## src/rtl/fifo_pkg.sv

```systemverilog
// fifo_pkg: shared constants and helpers for the circular FIFO controller.
// Optional macro FIFO_ERR_EN (used by fifo_ctrl) adds a sticky error flag.
package fifo_pkg;

    // Geometry of the attached 10-bit x 8-entry memory.
    localparam int DEPTH  = 8;
    localparam int ADDR_W = 4;
    localparam int PTR_W  = $clog2(DEPTH);
    localparam int CNT_W  = PTR_W + 1;

    // Default occupancy thresholds for the almost flags.
    localparam int DEF_AF_THRESH = 6;
    localparam int DEF_AE_THRESH = 2;

    // Accepted-operation encoding, built as {rd_acc, wr_acc}.
    typedef enum logic [1:0] {
        OP_IDLE = 2'b00,
        OP_WR   = 2'b01,
        OP_RD   = 2'b10,
        OP_BOTH = 2'b11
    } op_e;

    // Pointers are narrower than the memory address port; upper bits read 0.
    function automatic logic [ADDR_W-1:0] ptr2addr(
        input logic [PTR_W-1:0] p
    );
        return {{(ADDR_W-PTR_W){1'b0}}, p};
    endfunction

endpackage

```

## src/rtl/fifo_ptr.sv

```systemverilog
// fifo_ptr: wrapping pointer register (0..DEPTH-1) with increment enable.
// Ports: clk, reset (async, active-high), inc_i (advance), ptr_o (pointer).
module fifo_ptr
    import fifo_pkg::*;
(
    input  logic             clk,
    input  logic             reset,
    input  logic             inc_i,
    output logic [PTR_W-1:0] ptr_o
);

    logic [PTR_W-1:0] ptr_q;
    logic [PTR_W-1:0] ptr_d;

    // Explicit wrap keeps the pointer legal even for non power-of-two depths.
    always_comb begin
        ptr_d = ptr_q;
        if (inc_i) begin
            if (ptr_q == PTR_W'(DEPTH - 1)) begin
                ptr_d = '0;
            end else begin
                ptr_d = ptr_q + 1'b1;
            end
        end
    end

    always_ff @(posedge clk or posedge reset) begin
        if (reset) begin
            ptr_q <= '0;
        end else begin
            ptr_q <= ptr_d;
        end
    end

    assign ptr_o = ptr_q;

endmodule

```

## src/rtl/fifo_ctrl.sv

```systemverilog
// fifo_ctrl: pointer/flag controller running the dual-address memory as a FIFO.
// Ports: clk, reset, push, pop in; memory enables/addresses/clear, flags,
// count and data_valid out. With FIFO_ERR_EN: err_clr in, sticky err out.
module fifo_ctrl
    import fifo_pkg::*;
#(
    parameter int AF_THRESH = DEF_AF_THRESH,
    parameter int AE_THRESH = DEF_AE_THRESH
) (
    input  logic              clk,
    input  logic              reset,
    input  logic              push,
    input  logic              pop,
    output logic              mem_wr_en,
    output logic              mem_rd_en,
    output logic [ADDR_W-1:0] mem_wr_add,
    output logic [ADDR_W-1:0] mem_rd_add,
    output logic              mem_reset_L,
    output logic              data_valid,
    output logic              full,
    output logic              empty,
    output logic              almost_full,
    output logic              almost_empty,
    output logic [CNT_W-1:0]  count
`ifdef FIFO_ERR_EN
    ,
    input  logic              err_clr,
    output logic              err
`endif
);

    logic             wr_acc;
    logic             rd_acc;
    op_e              op;
    logic [PTR_W-1:0] wr_ptr;
    logic [PTR_W-1:0] rd_ptr;
    logic [CNT_W-1:0] count_q;
    logic [CNT_W-1:0] count_d;
    logic             data_valid_q;

    // Flags decode only the registered count, so they never glitch on push/pop.
    assign full         = (count_q == CNT_W'(DEPTH));
    assign empty        = (count_q == '0);
    assign almost_full  = (count_q >= CNT_W'(AF_THRESH));
    assign almost_empty = (count_q <= CNT_W'(AE_THRESH));
    assign count        = count_q;

    // Full gives priority to the read, empty to the write; no bypass path.
    assign wr_acc = push & ~full;
    assign rd_acc = pop & ~empty;
    assign op     = op_e'({rd_acc, wr_acc});

    assign mem_wr_en   = wr_acc;
    assign mem_rd_en   = rd_acc;
    assign mem_wr_add  = ptr2addr(wr_ptr);
    assign mem_rd_add  = ptr2addr(rd_ptr);
    assign mem_reset_L = ~reset;
    assign data_valid  = data_valid_q;

    fifo_ptr u_wr_ptr (
        .clk   (clk),
        .reset (reset),
        .inc_i (wr_acc),
        .ptr_o (wr_ptr)
    );

    fifo_ptr u_rd_ptr (
        .clk   (clk),
        .reset (reset),
        .inc_i (rd_acc),
        .ptr_o (rd_ptr)
    );

    always_comb begin
        count_d = count_q;
        unique case (op)
            OP_WR:   count_d = count_q + CNT_W'(1);
            OP_RD:   count_d = count_q - CNT_W'(1);
            OP_BOTH: count_d = count_q;
            default: count_d = count_q;
        endcase
    end

    // data_valid tracks the memory's one-cycle registered read latency.
    always_ff @(posedge clk or posedge reset) begin
        if (reset) begin
            count_q      <= '0;
            data_valid_q <= 1'b0;
        end else begin
            count_q      <= count_d;
            data_valid_q <= rd_acc;
        end
    end

`ifdef FIFO_ERR_EN
    logic err_q;
    logic err_d;
    logic err_set;

    // Overflow/underflow attempts; a new event outranks a same-cycle clear.
    assign err_set = (push & full) | (pop & empty);

    always_comb begin
        err_d = err_q;
        if (err_clr) begin
            err_d = 1'b0;
        end
        if (err_set) begin
            err_d = 1'b1;
        end
    end

    always_ff @(posedge clk or posedge reset) begin
        if (reset) begin
            err_q <= 1'b0;
        end else begin
            err_q <= err_d;
        end
    end

    assign err = err_q;
`endif

endmodule

```

## config.mk

```make
export PLATFORM = sky130hd
export DESIGN_NAME = fifo_ctrl
export DESIGN_NICKNAME = d
export VERILOG_FILES = /design/src/rtl/fifo_pkg.sv /design/src/rtl/fifo_ptr.sv /design/src/rtl/fifo_ctrl.sv
export SDC_FILE = /design/constraint.sdc
export NUM_CORES = 1
export LEC_CHECK = 0
export BUFFER_PORTS_ARGS = -buffer_cell sky130_fd_sc_hd__buf_2
export CAP_MARGIN = 40
export CORE_MARGIN = 8
export CORE_UTILIZATION = 45
export DETAILED_ROUTE_END_ITERATION = 16
export GPL_ROUTABILITY_DRIVEN = 0
export PLACE_DENSITY = 0.75
export SYNTH_ARGS = -nofsm -noshare
export SYNTH_HDL_FRONTEND = slang
export SYNTH_SLANG_ARGS = --single-unit
```

## constraint.sdc

```tcl
create_clock -name clk -period 7.9 [get_ports clk]
set_clock_uncertainty 0.15 [all_clocks]
set_input_delay 0.395 -clock clk [delete_from_list [all_inputs] [get_ports clk]]
set_output_delay 0.395 -clock clk [all_outputs]
set_load 0.02 [all_outputs]
```

==> reports/metrics.yaml <==
wl_um: 1520
nNetsFinal: 102
total_leakage_power_nw: 0.4421
dr_total_vias: 573
cts_resized: 0
numCtsBuffers: 3
holdPathEnd: "data_valid$_DFF_PP0_"
root_buffer: "clkbuf_4"
final_area_um2: 862.1
regToRegEndpoint: "count[3]$_DFFE_PP0P_"
rrSetupSlack_ps: 5060
max_clock_freq_mhz: 351.5
slew_violations: 0
post-route-drc-count: 0
grt_pass1_wl_um: 2456
vdd_ir_drop_max_uv: 231.3
cap_violations: 0
ctsHoldBuffers: 1
synth-xor-area-share_pct: 2.389
place_ws_ps: 5070
place_inst: 100
rows: 14
fin_setup_tns_ps: 0
end_kind: "flip-flop"
hold_viol_final: 0
yosys.area_share.simple_pct: 11.77
die_area_mm2: 0.003177
final_core_util_pct: 56.57
synth_edf_count: 0
antenna_found_initial: 0
required_ps: 7910
grt_max_degree: 13
async_reset_ff_share_pct: 100.0
fin_hold_ws_ps: 263.1
rr_startpoint: "count[1]$_DFFE_PP0P_"
stdcell_count: 105
synth_top_area_share_pct: 37.54
syn_area_um2: 733.2
crit_type: "reg2reg"
synth-compound-area-share_pct: 15.02
min_delay_path_depth: 3
synth.yosys.seq_area_share_pct: 37.54
core_region_area_mm2: 0.001524
postPlaceCellArea_um2: 825.8
cp-start-kind: "flip-flop"
h-tree-depth: 1
synth_top_family_by_area: "compound AO/OA/AOI/OAI gates"
critPathMaxFanout: 9
grt_overflow_total: 0
hp-class: "in2reg"
antenna_cells: 0
first_global_vias: 552
yosys.cell_types.count: 33
die_h_um: 56.37
synthTopCellsByArea: "dfrtp_1, ha_1, mux2_2"
wire_per_inst_um: 14.48
dr.pass1.iters: 4
total_power_mw: 0.3968
synthAdderAreaFrac_pct: 14.68
min-delay-start: "pop"
status: "completed"
rsz0062_at_grt: "no"
ys_warn_count: 0
insertion_delay_ps: 280
port_buffers: 21
dpl.hpwl_um: 1177
postCtsSetupRepairBufs: 0
start_util_pct: 48.11
syn_inst: 67
setup_viol: 0
drive_above_1_share_pct: 37.08
p_per_area_mw_per_mm2: 460.3
setup_ws_ps: 5055
io_pins: 24
synthMuxAreaShare_pct: 9.556
synth-seq-cells: 11
r2r_cells: 7
period_share_pct: 36.01
via_per_inst: 5.457
crit_arrival_ps: 2860
clkSinkCount: 11
synth.avg_cell_area_um2: 10.94
drtAntennaViolNets: 0
clock_path_buffers: 2
cts_tree: "yes"
ys.flop_type: "dfrtp_1"
drtIter0Drc: 4
track_usage_pct: 9.502
synth_top_area_cell: "dfrtp_1"
syn_to_final_growth_pct: 17.58
period_needed_ps: 2845
die_w_um: 56.37
clkTransAtPathRegs_ps: 80
[registers in the layout, indices dropped and copies added, names as in the netlist]
name and count:
count 4, u_rd_ptr.ptr_o 3, u_wr_ptr.ptr_o 3, data_valid 1
[synthesized netlist by cell type (2+ instances only)]
cell     number
o21ai_0       2
buf_2         2
nand2_1       2
inv_1         7
nor3_1        2
nor3b_1       2
mux2_2        4
buf_4         2
dfrtp_1      11
a21o_2        2
ha_1          7
a21oi_1       2
nor2_1        2
[worst max-delay path: stages (launching register included)]
cell and delay (ps):
dfrtp_1 490, o41ai_4 530, inv_1 140, ha_1 310, ha_1 380, or4b_1 520
o311ai_1 100, o211ai_1 110
[layout by cell type, fill, tap and decap left out, types with 2 or more instances in the layout]
cell type	count
dfrtp_1	11
nand2_1	2
a21oi_1	2
inv_1	7
buf_2	21
ha_1	7
clkbuf_4	3
mux2_2	4
conb_1	2
a21o_2	2
o21ai_0	2
nor3_1	2
nor2_1	2
nor3b_1	2
[layer usage]
metal / vias to the layer above / wire length (um) / track usage (%)
li1: 275 / - / -
met4: 0 / 58 / 8.247
met2: 17 / 711 / 15.37
met1: 276 / 667 / 9.922
met5: - / 0 / 0
met3: 5 / 82 / 2.472
[area by class of cell]
cell class	instances	area, um^2
Fill cell	145	661.9
Multi-Input combinational cell	45	399.1
Sequential cell	11	275.3
Timing Repair Buffer	22	115.1
Clock buffer	4	26.28
Inverter	7	26.28
Tap cell	16	20.02
[power by group]
part           switching, mW  internal, mW
combinational          0.129        0.0995
clock                 0.0206        0.0196
sequential            0.0437        0.0847
total                  0.193         0.204
[worst max path at each step]
| stage | from | slack, ps | cells after the start | end |
|---|---|---|---|---|
| 6_report | count[1]$_DFFE_PP0P_ | 5060 | 7 | count[3]$_DFFE_PP0P_ |
| 5_1_grt | count[1]$_DFFE_PP0P_ | 4890 | 7 | count[3]$_DFFE_PP0P_ |
| 4_1_cts | count[1]$_DFFE_PP0P_ | 5060 | 7 | count[3]$_DFFE_PP0P_ |
| 3_5_place_dp | count[1]$_DFFE_PP0P_ | 5070 | 7 | count[3]$_DFFE_PP0P_ |
| 3_3_place_gp | count[1]$_DFFE_PP0P_ | 5170 | 7 | count[3]$_DFFE_PP0P_ |
| 2_1_floorplan | count[3]$_DFFE_PP0P_ | 5020 | 8 | count[3]$_DFFE_PP0P_ |
[logic make-up after synthesis]
logic type,count (synthesis)
buffers and inverters,12
adders and majority gates,8
and+or+nand+nor,15
other,1
xor gates and xnor gates,2
AOI/OAI and AO/OA,12
muxes,6
DFF,11
No activity file was read; power rests on OpenSTA's default activity.
